### src/rtl/acc_frame_serializer.sv
// acc_frame_serializer: drains one storage record into a framed byte stream
// (sync, seq, length, payload[, checksum]). Define FRAME_CHECKSUM_EN to append the checksum byte.
module acc_frame_serializer #(
  parameter int unsigned PAYLOAD_BYTES = 1024,
  parameter int unsigned READ_LATENCY  = 2,
  parameter logic [7:0]  SYNC0         = 8'hA5,
  parameter logic [7:0]  SYNC1         = 8'h5A
) (
  input  logic       clk,
  input  logic       rst_n,
  input  logic       enable,
  input  logic [7:0] src_data,
  input  logic       src_ready,
  output logic       src_rd,
  output logic [7:0] tx_data,
  output logic       tx_valid,
  input  logic       tx_ready,
  output logic       busy,
  output logic       frame_done,
  output logic       frame_abort,
  output logic [7:0] seq_num
);

  localparam logic [15:0] LEN_W    = 16'(PAYLOAD_BYTES);
  localparam logic [15:0] LAST_IDX = 16'(PAYLOAD_BYTES - 1);
  localparam logic [3:0]  LAT_LOAD = 4'(READ_LATENCY);

  typedef enum logic [3:0] {
    ST_IDLE   = 4'd0,
    ST_SYNC_A = 4'd1,
    ST_SYNC_B = 4'd2,
    ST_SEQ    = 4'd3,
    ST_LEN_H  = 4'd4,
    ST_LEN_L  = 4'd5,
    ST_FETCH  = 4'd6,
    ST_PAY    = 4'd7,
    ST_DONE   = 4'd8
`ifdef FRAME_CHECKSUM_EN
    , ST_CSUM = 4'd9
`endif
  } state_t;

`ifdef FRAME_CHECKSUM_EN
  function automatic logic [7:0] csum_add(input logic [7:0] acc, input logic [7:0] b);
    return acc + b;
  endfunction

  function automatic logic [7:0] csum_neg(input logic [7:0] acc);
    return (~acc) + 8'd1;
  endfunction
`endif

  state_t      state_q, state_d;
  logic [7:0]  tx_data_q, tx_data_d;
  logic        tx_valid_q, tx_valid_d;
  logic        src_rd_q, src_rd_d;
  logic        busy_q, busy_d;
  logic        frame_done_q, frame_done_d;
  logic        frame_abort_q, frame_abort_d;
  logic [7:0]  seq_q, seq_d;
  logic [15:0] cnt_q, cnt_d;
  logic [3:0]  lat_q, lat_d;
  logic        abort_pend_q, abort_pend_d;
`ifdef FRAME_CHECKSUM_EN
  logic [7:0]  csum_q, csum_d;
`endif

  logic xfer_s;
  logic last_s;
  logic abort_req_s;

  assign xfer_s      = tx_valid_q & tx_ready;
  assign last_s      = (cnt_q == LAST_IDX);
  // A drop of src_ready is remembered so the byte already on tx can finish first.
  assign abort_req_s = abort_pend_q | ~src_ready;

  // State register.
  always_ff @(posedge clk or negedge rst_n) begin
    if (!rst_n) begin
      state_q <= ST_IDLE;
    end else begin
      state_q <= state_d;
    end
  end

  // Next-state logic.
  always_comb begin
    state_d = state_q;
    case (state_q)
      ST_IDLE: begin
        if (enable && src_ready) state_d = ST_SYNC_A;
        else                     state_d = ST_IDLE;
      end
      ST_SYNC_A: begin
        if (xfer_s) state_d = abort_req_s ? ST_IDLE : ST_SYNC_B;
        else        state_d = ST_SYNC_A;
      end
      ST_SYNC_B: begin
        if (xfer_s) state_d = abort_req_s ? ST_IDLE : ST_SEQ;
        else        state_d = ST_SYNC_B;
      end
      ST_SEQ: begin
        if (xfer_s) state_d = abort_req_s ? ST_IDLE : ST_LEN_H;
        else        state_d = ST_SEQ;
      end
      ST_LEN_H: begin
        if (xfer_s) state_d = abort_req_s ? ST_IDLE : ST_LEN_L;
        else        state_d = ST_LEN_H;
      end
      ST_LEN_L: begin
        if (xfer_s) state_d = abort_req_s ? ST_IDLE : ST_FETCH;
        else        state_d = ST_LEN_L;
      end
      ST_FETCH: begin
        if (abort_req_s)          state_d = ST_IDLE;
        else if (lat_q == 4'd0)   state_d = ST_PAY;
        else                      state_d = ST_FETCH;
      end
      ST_PAY: begin
        // Once the final byte is fetched the record is drained; src_ready no longer matters.
        if (xfer_s && last_s) begin
`ifdef FRAME_CHECKSUM_EN
          state_d = ST_CSUM;
`else
          state_d = ST_DONE;
`endif
        end else if (xfer_s) begin
          state_d = abort_req_s ? ST_IDLE : ST_FETCH;
        end else begin
          state_d = ST_PAY;
        end
      end
`ifdef FRAME_CHECKSUM_EN
      ST_CSUM: begin
        if (xfer_s) state_d = ST_DONE;
        else        state_d = ST_CSUM;
      end
`endif
      ST_DONE: state_d = ST_IDLE;
      default: state_d = ST_IDLE;
    endcase
  end

  // Output and datapath next-values; every output is loaded into a register.
  always_comb begin
    tx_data_d     = tx_data_q;
    tx_valid_d    = tx_valid_q & ~xfer_s;
    src_rd_d      = 1'b0;
    cnt_d         = cnt_q;
    seq_d         = seq_q;
    lat_d         = (lat_q == 4'd0) ? 4'd0 : (lat_q - 4'd1);
    abort_pend_d  = (state_d != ST_IDLE) & abort_req_s;
    frame_done_d  = (state_d == ST_DONE) & (state_q != ST_DONE);
    frame_abort_d = (state_d == ST_IDLE) & (state_q != ST_IDLE) & (state_q != ST_DONE);
    busy_d        = (state_d != ST_IDLE);
`ifdef FRAME_CHECKSUM_EN
    if (xfer_s && ((state_q == ST_SEQ) || (state_q == ST_LEN_H) ||
                   (state_q == ST_LEN_L) || (state_q == ST_PAY))) begin
      csum_d = csum_add(csum_q, tx_data_q);
    end else begin
      csum_d = csum_q;
    end
`endif
    if ((state_q == ST_PAY) && xfer_s) cnt_d = cnt_q + 16'd1;
    else                               cnt_d = cnt_q;
    if (state_q == ST_DONE) seq_d = seq_q + 8'd1;
    else                    seq_d = seq_q;
    if (state_d != state_q) begin
      case (state_d)
        ST_SYNC_A: begin
          tx_data_d  = SYNC0;
          tx_valid_d = 1'b1;
          cnt_d      = 16'd0;
          lat_d      = 4'd0;
`ifdef FRAME_CHECKSUM_EN
          csum_d     = 8'd0;
`endif
        end
        ST_SYNC_B: begin
          tx_data_d  = SYNC1;
          tx_valid_d = 1'b1;
        end
        ST_SEQ: begin
          tx_data_d  = seq_q;
          tx_valid_d = 1'b1;
        end
        ST_LEN_H: begin
          tx_data_d  = LEN_W[15:8];
          tx_valid_d = 1'b1;
        end
        ST_LEN_L: begin
          tx_data_d  = LEN_W[7:0];
          tx_valid_d = 1'b1;
        end
        ST_PAY: begin
          tx_data_d  = src_data;
          tx_valid_d = 1'b1;
          src_rd_d   = 1'b1;
          lat_d      = LAT_LOAD;
        end
`ifdef FRAME_CHECKSUM_EN
        ST_CSUM: begin
          tx_data_d  = csum_neg(csum_d);
          tx_valid_d = 1'b1;
        end
`endif
        default: tx_valid_d = tx_valid_q & ~xfer_s;
      endcase
    end else begin
      tx_data_d = tx_data_q;
    end
  end

  // Output and datapath registers.
  always_ff @(posedge clk or negedge rst_n) begin
    if (!rst_n) begin
      tx_data_q     <= 8'd0;
      tx_valid_q    <= 1'b0;
      src_rd_q      <= 1'b0;
      busy_q        <= 1'b0;
      frame_done_q  <= 1'b0;
      frame_abort_q <= 1'b0;
      seq_q         <= 8'd0;
      cnt_q         <= 16'd0;
      lat_q         <= 4'd0;
      abort_pend_q  <= 1'b0;
`ifdef FRAME_CHECKSUM_EN
      csum_q        <= 8'd0;
`endif
    end else begin
      tx_data_q     <= tx_data_d;
      tx_valid_q    <= tx_valid_d;
      src_rd_q      <= src_rd_d;
      busy_q        <= busy_d;
      frame_done_q  <= frame_done_d;
      frame_abort_q <= frame_abort_d;
      seq_q         <= seq_d;
      cnt_q         <= cnt_d;
      lat_q         <= lat_d;
      abort_pend_q  <= abort_pend_d;
`ifdef FRAME_CHECKSUM_EN
      csum_q        <= csum_d;
`endif
    end
  end

  assign tx_data     = tx_data_q;
  assign tx_valid    = tx_valid_q;
  assign src_rd      = src_rd_q;
  assign busy        = busy_q;
  assign frame_done  = frame_done_q;
  assign frame_abort = frame_abort_q;
  assign seq_num     = seq_q;

endmodule

### config.mk
export PLATFORM = sky130hd
export DESIGN_NAME = acc_frame_serializer
export DESIGN_NICKNAME = d
export VERILOG_FILES = /design/src/rtl/acc_frame_serializer.sv
export SDC_FILE = /design/constraint.sdc
export NUM_CORES = 1
export LEC_CHECK = 0
export BUFFER_PORTS_ARGS = -buffer_cell sky130_fd_sc_hd__buf_4
export CORE_ASPECT_RATIO = 0.8
export CORE_MARGIN = 2
export CORE_UTILIZATION = 51
export DETAILED_ROUTE_END_ITERATION = 10
export PLACE_DENSITY = 0.77
export SKIP_CTS_REPAIR_TIMING = 1
export SLEW_MARGIN = 20
export SYNTH_ARGS = -nofsm -noshare
export SYNTH_HDL_FRONTEND = slang
export SYNTH_SLANG_ARGS = --single-unit
### constraint.sdc
create_clock -name clk -period 2.5 [get_ports clk]
set_input_delay 0.5 -clock clk [delete_from_list [all_inputs] [get_ports clk]]
set_output_delay 0.5 -clock clk [all_outputs]
set_load 0.02 [all_outputs]
## After elaboration in Yosys (flattened, before gate mapping)

Index checks and enable logic that the tools add are counted.
W data, S select, Z words.

| storage, ports and cells | value |
|---|---|
| bits of input ports | 13 |
| output and inout port bits | 21 |
| bits in registers | 46 |
| word-level logic and storage cells | 79 |

| operators by class | value |
|---|---|
| muxes and demuxes | 27 |
| eq/ne operators | 18 |
| bitwise operators | 9 |
| reduce and logical (&&, ||, !) cells | 11 |
| add/sub/neg operators | 3 |

Operator list:

| cell | count |
|---|---|
| $mux W16 | 3 |
| $pmux W8 S6 | 1 |
| $pmux W4 S8 | 1 |
| $eq A4 B3 Y1 const B | 7 |
| $mux W3 | 8 |
| $add A16 B1 Y16 const B | 1 |
| $eq A16 B10 Y1 const B | 1 |
| $eq A4 B2 Y1 const B | 4 |
| $logic_not A4 Y1 | 3 |
| $mux W4 | 3 |
| $add A8 B1 Y8 const B | 1 |
| $eq A4 B1 Y1 const B | 2 |
| $eq A4 B4 Y1 const B | 2 |
| $mux W2 | 4 |
| $pmux W4 S2 | 1 |
| $reduce_bool A4 Y1 | 2 |
| $and A1 B1 Y1 | 6 |
| $mux W1 | 6 |
| $reduce_bool A6 Y1 | 1 |
| $reduce_or A6 Y1 | 1 |
| $ne A4 B4 Y1 | 1 |
| $ne A4 B4 Y1 const B | 1 |
| $sub A4 B1 Y4 const B | 1 |
| $logic_and A1 B1 Y1 | 3 |
| 3 further kinds | 4 |

## Depth between registers and ports, before layout

Gate-level depths: netlist (run 1).

| depth | value |
|---|---|
| depth after elaboration | 10 |
| mapped depth | 8 |

## Worst setup path before layout (run 1)

OpenSTA, ideal clock, no wires.

| path | value |
|---|---|
| path type | flip-flop to flip-flop |
| from | reg cnt_q[0] |
| to | reg abort_pend_q |
| setup slack | 0.119 ns |
| stages on the path, launching flop included | 8 |
| arrival time | 2.254 ns |
| buffers on the path | 0 |
| period minus slack after synthesis | 2.381 ns |
| path through | dfrtp_1 > ha_1 > or4b_4 > nor4_4 > a21oi_2 > or2_1 > or4_4 > nor2b_4 |

| between the ends | value |
|---|---|
| longest elaborated chain between the ends | 6 |

Ends and longest elaborated chain:

| item | RTL line | RTL |
|---|---|---|
| start: declaration | 61 | `logic [15:0] cnt_q, cnt_d;` |
| start signal: assignment | 238 | `cnt_q <= cnt_d;` |
| $eq A16 B10 Y1 | 73 | `assign last_s = (cnt_q == LAST_IDX);` |
| $logic_and A1 B1 Y1 | 121 | `if (xfer_s && last_s) begin` |
| $mux W4 | 121 |  |
| $pmux W4 S8 | 89 | `case (state_q)` |
| via state_d[2] | 53 | `state_t state_q, state_d;` |
| $reduce_bool A4 Y1 | -- |  |
| via busy_d | 57 | `logic busy_q, busy_d;` |
| $and A1 B1 Y1 | 152 | `abort_pend_d = (state_d != ST_IDLE) & abort_req_s;` |
| via abort_pend_d | 63 | `logic abort_pend_q, abort_pend_d;` |
| end signal: assignment | 240 | `abort_pend_q <= abort_pend_d;` |
| end: declaration | 63 |  |

The timed path passes the listed nets, and every way through them passes these cells.
A chain may end at the register's enable or synchronous reset.

## Final worst setup path (run 1)

Same ends and word-level chain as after synthesis.

==> impl_metrics.yaml, run 1 <==
critical_path:
  crit_family: "simple AND/OR/NAND/NOR gates"
  cp-end-kind: "flip-flop"
  rrSetupSlack_ns: 0.11
  crit_required_ns: 2.68
  cp-start-kind: "flip-flop"
  crit_slowest_cell: "or4_4"
  cp_max_fo: 5
  r2r_cells: 7
  r2r_start: "cnt_q[0]$_DFF_PN0_"
  crit_type: "reg -> reg"
  critical_path_arrival_ns: 2.57
  slowest_delay_ns: 0.50
  r2r_end: "abort_pend_q$_DFF_PN0_"
  path_buf_inv: 0
  crit_path_cell_trace: "ha_1 > or4b_4 > nor4_4 > a21oi_4 > or2_1 > or4_4 > nor2b_4"
placement:
  portBuffers: 33
  hpwl_um: 3610
  place.gp.congestion: 0.924
  pre_cts_ws_ns: 0.0232
yosys:
  syn_area_um2: 2310
  avgSynthCellArea_um2: 10.2
  synth_cells: 226
  synth_compound_area_share_pct: 10.8
  synth_top_family_by_area: "simple AND/OR/NAND/NOR gates"
  async_flop_share_pct: 100
  synth_xor_area_share_pct: 7.95
  ys_warn_count: 0
  yosysUniqueCellTypes: 49
  synth_fp_nets: 241
  ys_ff_latch: 46
  synth_simple_gate_area_share_pct: 23.5
  ys_seq_area_share_pct: 49.8
  synth-adder-area-share_pct: 1.08
  muxShareOfSynthArea_pct: 4.38
  synth_edf_count: 0
  synth_ff_type: "dfrtp_1"
sta:
  tightest_slew_ns: 0.563
  finalWorstSetupSlack_ns: 0.114
  fin_skew_ns: 0.00642
  drv_slew: 0
  setup_viol: 0
  post-route-period-util_pct: 95.5
  tns_ns: 0
  max_slew_margin_pct: 62.5
  period_needed_ns: 2.39
  fmax_ghz: 0.419
  finalHoldViolations: 0
grt:
  antenna_found_initial: 0
  track_usage_pct: 22.3
  gr-total-overflow: 0
  grt_pass1_vias: 1749
  grt_pass1_wl_um: 8630
  grt_max_degree: 47
cts:
  clock-sinks: 46
  root_buffer: "clkbuf_8"
  worstSkewPairLatency_ns: 0.30
  numCtsBuffers: 5
  clk_pin_slew_ns: 0.08
  htreeDepth: 2
  cts_tree: "done"
  ctsLongestPathBuffers: 2
detailed_routing:
  vias: 1865
  postRouteAntennaNets: 0
  drt_first_pass_iters: 5
  wirelength_um: 5030
  drt_iter0_markers: 99
  via_per_inst: 5.60
  drc: 0
  wl_per_cell_um: 15.1
die:
  num_rows: 21
  die_w_um: 79.3
  start_util_pct: 54.0
  die_area_um2: 5090
  io_pins: 34
  die_h_um: 64.2
  coreArea_um2: 4280
finish:
  num-nets-final: 290
  final_common_cell: "buf_4"
  final.fill_count: 350
  drive_gt1_share_pct: 25.0
  antenna_cells: 0
  area_delta_synth_final_pct: 23.8
  final_core_utilization_pct: 66.8
  layout_common_cells: "buf_4, dfrtp_1, nor2_1"
min_path:
  hp-class: "in -> async"
flow_run:
  drv_cap: 0
power:
  power.density_nw_per_um2: 776
  leakagePower_nw: 1.34
  peakVddDrop_mv: 0.546
outcome:
  outcome: "completed"
==> how the worst max path moves through the flow <==
stage / startpoint / to / slack [ns] / depth (start not counted)
floorplan: cnt_q[0]$_DFF_PN0_ / abort_pend_q$_DFF_PN0_ / 0.12 / 7
global placement: cnt_q[0]$_DFF_PN0_ / abort_pend_q$_DFF_PN0_ / 0.13 / 7
detailed placement: cnt_q[0]$_DFF_PN0_ / tx_data[3]$_DFFE_PN0P_ / 0.02 / 8
CTS: cnt_q[0]$_DFF_PN0_ / tx_data[3]$_DFFE_PN0P_ / -0.004 / 8
global route: cnt_q[1]$_DFF_PN0_ / tx_data[3]$_DFFE_PN0P_ / -0.003 / 8
finish: cnt_q[0]$_DFF_PN0_ / abort_pend_q$_DFF_PN0_ / 0.11 / 7
==> sequential cells by signal, summed over array words and instances, names as in the netlist <==
name          count
cnt_q            16
seq_num           8
tx_data           8
lat_q             4
state_q           4
abort_pend_q      1
busy              1
frame_abort       1
frame_done        1
src_rd            1
tx_valid          1
==> layout make-up <==
cell class / count / area [um^2] / area share [%]
well taps: 57 / 71.3 / 2.49
inverters: 5 / 18.8 / 0.656
multi-input cells: 166 / 1120 / 39.2
clock buffers: 5 / 68.8 / 2.40
clock inverters: 3 / 40.0 / 1.40
flip-flops and latches: 46 / 1150 / 40.2
repair buffers: 51 / 390 / 13.6
==> kinds of logic (layout without fill, tap and decap cells) <==
kind of cell / count (synthesis) / in the layout
muxes: 10 / 10
AOI/OAI and AO/OA: 36 / 36
xor gates and xnor gates: 21 / 21
buffers and inverters: 14 / 64
and+or+nand+nor: 97 / 97
adders and majority gates: 2 / 2
DFF: 46 / 46
==> layer usage <==
metal	track usage, %	wire (um)	vias up
li1	-	-	908
met1	31.9	2420	902
met2	33.5	2300	50
met3	5.37	256	5
met4	7.11	51	0
met5	0	0	-
==> through the flow <==
stage	hold WS [ns]	total power, mW	std cells	instance area (um^2)
after global routing	0.225	2.36	333	2860
after global placement	0.517	1.64	322	2710
after CTS	0.211	2.21	330	2810
after detailed placement	0.524	1.66	322	2710
after floorplan	0.204	1.36	226	2310
final	0.189	2.22	333	2860
==> synthesized netlist by cell type, types with 2 or more instances <==
| master | count | area share [%] |
|---|---|---|
| dfrtp_1 | 46 | 50 |
| nor2_1 | 28 | 4.5 |
| nand2_1 | 16 | 2.6 |
| xor2_1 | 12 | 4.5 |
| mux2i_1 | 9 | 3.9 |
| nand3_1 | 9 | 1.9 |
| xnor2_1 | 9 | 3.4 |
| a21oi_1 | 7 | 1.5 |
| clkbuf_1 | 7 | 1.1 |
| nand4_1 | 7 | 1.9 |
| nor3_1 | 7 | 1.5 |
| o21ai_0 | 6 | 1.3 |
| inv_1 | 5 | 0.81 |
| a221oi_1 | 4 | 1.5 |
| nor3b_1 | 4 | 1.3 |
| a211oi_1 | 3 | 0.97 |
| a22oi_1 | 3 | 0.97 |
| and4_1 | 3 | 1.1 |
| or3_1 | 3 | 0.81 |
| a21boi_0 | 2 | 0.65 |
| a31oi_1 | 2 | 0.54 |
| and2_2 | 2 | 0.65 |
| and3_1 | 2 | 0.54 |
| and4b_1 | 2 | 0.87 |
| ha_1 | 2 | 1.1 |
| nor2b_1 | 2 | 0.54 |
| o211ai_1 | 2 | 0.65 |
==> report_power, final <==
part | leakage (nW) | switching, mW | internal (mW)
sequential | 0.620 | 0.0907 | 0.840
combinational | 0.663 | 0.403 | 0.347
clock | 0.0579 | 0.245 | 0.294
total | 1.34 | 0.739 | 1.48
Power figures use the tool's default switching activity.
==> run 2, diff against run 1 <==
Settings changed: CORE_MARGIN 2 to 3, TNS_END_PERCENT set to 30.
==> impl_metrics.yaml, run 2 (synthesis gave the netlist of run 1 again) <==
detailed_routing:
  via_per_inst: 5.68
  wirelength_um: 5000
  vias: 1886
  drt_iter0_markers: 121
  drt_first_pass_iters: 4
  wl_per_cell_um: 15.1
  postRouteAntennaNets: 0
  drc: 0
die:
  num_rows: 21
  io_pins: 34
  die_w_um: 81.3
  die_area_um2: 5380
  die_h_um: 66.2
  coreArea_um2: 4280
  start_util_pct: 54.0
min_path:
  hp-class: "in -> async"
grt:
  track_usage_pct: 20.1
  grt_pass1_wl_um: 8270
  antenna_found_initial: 0
  gr-total-overflow: 0
  grt_max_degree: 47
  grt_pass1_vias: 1717
critical_path:
  cp_max_fo: 5
  critical_path_arrival_ns: 2.62
  r2r_start: "cnt_q[1]$_DFF_PN0_"
  crit_type: "reg -> reg"
  cp-end-kind: "flip-flop"
  cp-start-kind: "flip-flop"
  startpoint: "cnt_q[1]$_DFF_PN0_"
  crit_required_ns: 2.68
cts:
  numCtsBuffers: 5
  cts_tree: "done"
  htreeDepth: 2
  clk_pin_slew_ns: 0.08
  root_buffer: "clkbuf_8"
  ctsLongestPathBuffers: 2
  worstSkewPairLatency_ns: 0.29
  clock-sinks: 46
finish:
  area_delta_synth_final_pct: 23.0
  instances_no_fill: 332
  layout_common_cells: "buf_4, dfrtp_1, nor2_1"
  multi_input_area_um2: 1110
  drive_gt1_share_pct: 24.7
  final_common_cell: "buf_4"
  top_register: "cnt_q"
  final.fill_count: 343
  largest_reg_flops: 16
  regArea_um2: 1150
  num-nets-final: 289
  antenna_cells: 0
sta:
  period_needed_ns: 2.44
  drv_slew: 0
  holdWs_ns: 0.202
  fmax_ghz: 0.410
  tns_ns: 0
  tightest_slew_ns: 0.575
  post-route-period-util_pct: 97.5
  finalHoldViolations: 0
  grt_setup_unrepaired: "true"
  max_slew_margin_pct: 61.7
  finalWorstSetupSlack_ns: 0.0632
  setup_viol: 0
  fin_skew_ns: 0.00241
power:
  power.density_nw_per_um2: 774
  total_power_mw: 2.20
  peakVddDrop_mv: 0.443
  leakagePower_nw: 1.33
placement:
  pre_cts_ws_ns: -0.0188
  hpwl_um: 3590
  portBuffers: 33
  place.gp.congestion: 0.853
  place_inst: 321
flow_run:
  drv_cap: 0
outcome:
  outcome: "completed"
## run 2: cell types whose count changed in the layout (fill, tap and decap cells not counted)
cell / change
clkbuf_8: +3
clkinv_2: -2
a21oi_2: +1
a21oi_4: -1
buf_6: -1
bufinv_16: -1
## run 2: worst paths after layout
check	to	slack (ns)	cells after the start
worst max register to register	abort_pend_q$_DFF_PN0_	0.06	7
worst min-delay path	busy$_DFF_PN0_	0.20	1
min in group clk	tx_data[3]$_DFFE_PN0P_	0.51	3
worst max-delay path	abort_pend_q$_DFF_PN0_	0.06	7
worst min register to register	seq_num[7]$_DFFE_PN0N_	0.51	1
max in group asynchronous	seq_num[7]$_DFFE_PN0N_	1.91	1
## run 2: worst max-delay path: stages, from the launching register on
cell and delay (ns):
dfrtp_1 0.41, ha_1 0.18, or4b_4 0.47, nor4_4 0.22, a21oi_2 0.15, or2_1 0.26, or4_4 0.49, nor2b_4 0.14
## run 2: routing by layer
metal	vias to the layer above	global-route usage [%]	share of wire [%]
li1	899	-	-
met1	917	28.7	48
met2	64	30.0	44
met4	0	4.43	0.76
met5	-	0	0
met3	6	6.13	7.7
## run 2: final cells by class
type                    instances  share of cell area [%]
inverters                       5                   0.660
multi-input cells             166                    39.2
clock buffers                   8                    3.87
flip-flops and latches         46                    40.5
repair buffers                 50                    13.3
well taps                      57                    2.51
## run 2: per-stage QoR
step           utilization (%)  area (um^2)
6_report                  66.4         2840
5_1_grt                   66.4         2840
4_1_cts                   65.6         2810
3_5_place_dp              63.0         2700
3_3_place_gp              63.0         2700
2_1_floorplan                -         2310
## run 2: report_power, final
part / total (mW) / internal (mW) / switching (mW)
clock network: 0.522 / 0.279 / 0.242
logic: 0.754 / 0.350 / 0.404
registers: 0.927 / 0.840 / 0.0862
total: 2.20 / 1.47 / 0.732
==> run 3, diff against run 2 <==
Settings changed: BUFFER_PORTS_ARGS -buffer_cell sky130_fd_sc_hd__buf_4 to -buffer_cell sky130_fd_sc_hd__clkbuf_2.
==> impl_metrics.yaml, run 3 (synthesis gave the netlist of run 1 again) <==
detailed_routing:
  wl_per_cell_um: 14.7
  drt_iter0_markers: 233
  postRouteAntennaNets: 0
  via_per_inst: 5.57
  drt_first_pass_iters: 4
  vias: 1845
  drc: 0
  wirelength_um: 4850
sta:
  finalWorstSetupSlack_ns: 0.125
  setup_viol: 0
  period_needed_ns: 2.37
  fmax_ghz: 0.421
  drv_slew: 0
  finalHoldViolations: 0
  post-route-period-util_pct: 95.0
  max_slew_margin_pct: 60.4
  fin_skew_ns: 0.00864
  tightest_slew_ns: 0.590
cts:
  cts_tree: "done"
  clk_pin_slew_ns: 0.07
  clock-sinks: 46
  htreeDepth: 2
  root_buffer: "clkbuf_8"
  ctsLongestPathBuffers: 2
  numCtsBuffers: 5
  worstSkewPairLatency_ns: 0.30
finish:
  layout_common_cells: "dfrtp_1, clkbuf_2, nor2_1"
  drive_gt1_share_pct: 24.1
  area_delta_synth_final_pct: 17.7
  top_register: "cnt_q"
  largest_reg_flops: 16
  instances_no_fill: 331
  final_common_cell: "dfrtp_1"
  num-nets-final: 289
  final_core_utilization_pct: 63.5
  antenna_cells: 0
  fin_area_um2: 2720
placement:
  place.gp.congestion: 0.848
  pre_cts_ws_ns: -0.0184
  portBuffers: 33
  hpwl_um: 3480
  placed_area_um2: 2620
  place_inst: 321
critical_path:
  r2r_cells: 7
  cp_max_fo: 4
  crit_type: "reg -> reg"
  critical_path_arrival_ns: 2.55
  cp-start-kind: "flip-flop"
  cp-end-kind: "flip-flop"
  crit_required_ns: 2.68
die:
  start_util_pct: 54.0
  coreArea_um2: 4280
  num_rows: 21
  die_area_um2: 5380
  die_w_um: 81.3
  io_pins: 34
  die_h_um: 66.2
flow_run:
  drv_cap: 0
power:
  p_seq_share_pct: 45.9
  leakagePower_nw: 1.29
  p_sw_share_pct: 34.7
  peakVddDrop_mv: 0.573
  internal_power_mw: 1.32
  p_comb_share_pct: 32.8
  power.density_nw_per_um2: 743
  clockPowerShare_pct: 21.3
  switchingPower_uw: 702
grt:
  grt_pass1_vias: 1759
  grt_pass1_wl_um: 8310
  grt_max_degree: 47
  track_usage_pct: 20.3
  antenna_found_initial: 0
  gr-total-overflow: 0
outcome:
  outcome: "completed"
min_path:
  hp-class: "in -> async"
run 3: area by class of cell:
cell class / instances / area (um^2)
Fill cell: 363 / 1560
Tap cell: 57 / 71.3
Timing Repair Buffer: 50 / 297
Sequential cell: 46 / 1150
Clock buffer: 6 / 72.6
Clock inverter: 1 / 7.51
Inverter: 5 / 18.8
Multi-Input combinational cell: 166 / 1100
run 3: path summary, 6_finish.rpt:
path / from / endpoint / slack, ns
max in group asynchronous: rst_n / cnt_q[0]$_DFF_PN0_ / 1.84
setup reg to reg: cnt_q[0]$_DFF_PN0_ / abort_pend_q$_DFF_PN0_ / 0.13
min in group clk: src_data[6] / tx_data[6]$_DFFE_PN0P_ / 0.49
hold reg to reg: seq_num[7]$_DFFE_PN0N_ / seq_num[7]$_DFFE_PN0N_ / 0.51
setup / recovery: cnt_q[0]$_DFF_PN0_ / abort_pend_q$_DFF_PN0_ / 0.13
hold / removal: rst_n / frame_abort$_DFF_PN0_ / 0.27
run 3: stage by stage:
step | setup TNS (ns) | hold WS, ns | power, mW
finish | 0 | 0.270 | 2.02
global route | -0.0315 | 0.319 | 2.14
CTS | -0.114 | 0.295 | 2.03
detailed placement | -0.0424 | 0.499 | 1.60
global placement | 0 | 0.492 | 1.59
floorplan | 0 | 0.204 | 1.36
run 3: power by group through the flow:
| stage | Sequential [mW] | Combinational (mW) | Clock (mW) |
|---|---|---|---|
| final | 0.928 | 0.663 | 0.430 |
| after global routing | 0.939 | 0.722 | 0.482 |
| after CTS | 0.926 | 0.664 | 0.443 |
| after detailed placement | 0.939 | 0.664 | 0 |
| after global placement | 0.934 | 0.653 | 0 |
| after floorplan | 0.988 | 0.370 | 0 |
run 3: worst max-delay path, stage by stage, from the launching register on:
cell     delay, ns
dfrtp_1       0.36
ha_1          0.16
or4b_4        0.47
nor4_4        0.24
a21oi_2       0.14
or2_1         0.26
or4_4         0.49
nor2b_4       0.14
run 3: metal layers:
layer / share of wire [%] / wire [um] / GRT usage (%)
met5: 0 / 0 / 0
met1: 48 / 2350 / 28.0
met3: 6.0 / 289 / 4.63
met4: 1.3 / 62 / 7.38
met2: 44 / 2150 / 31.1
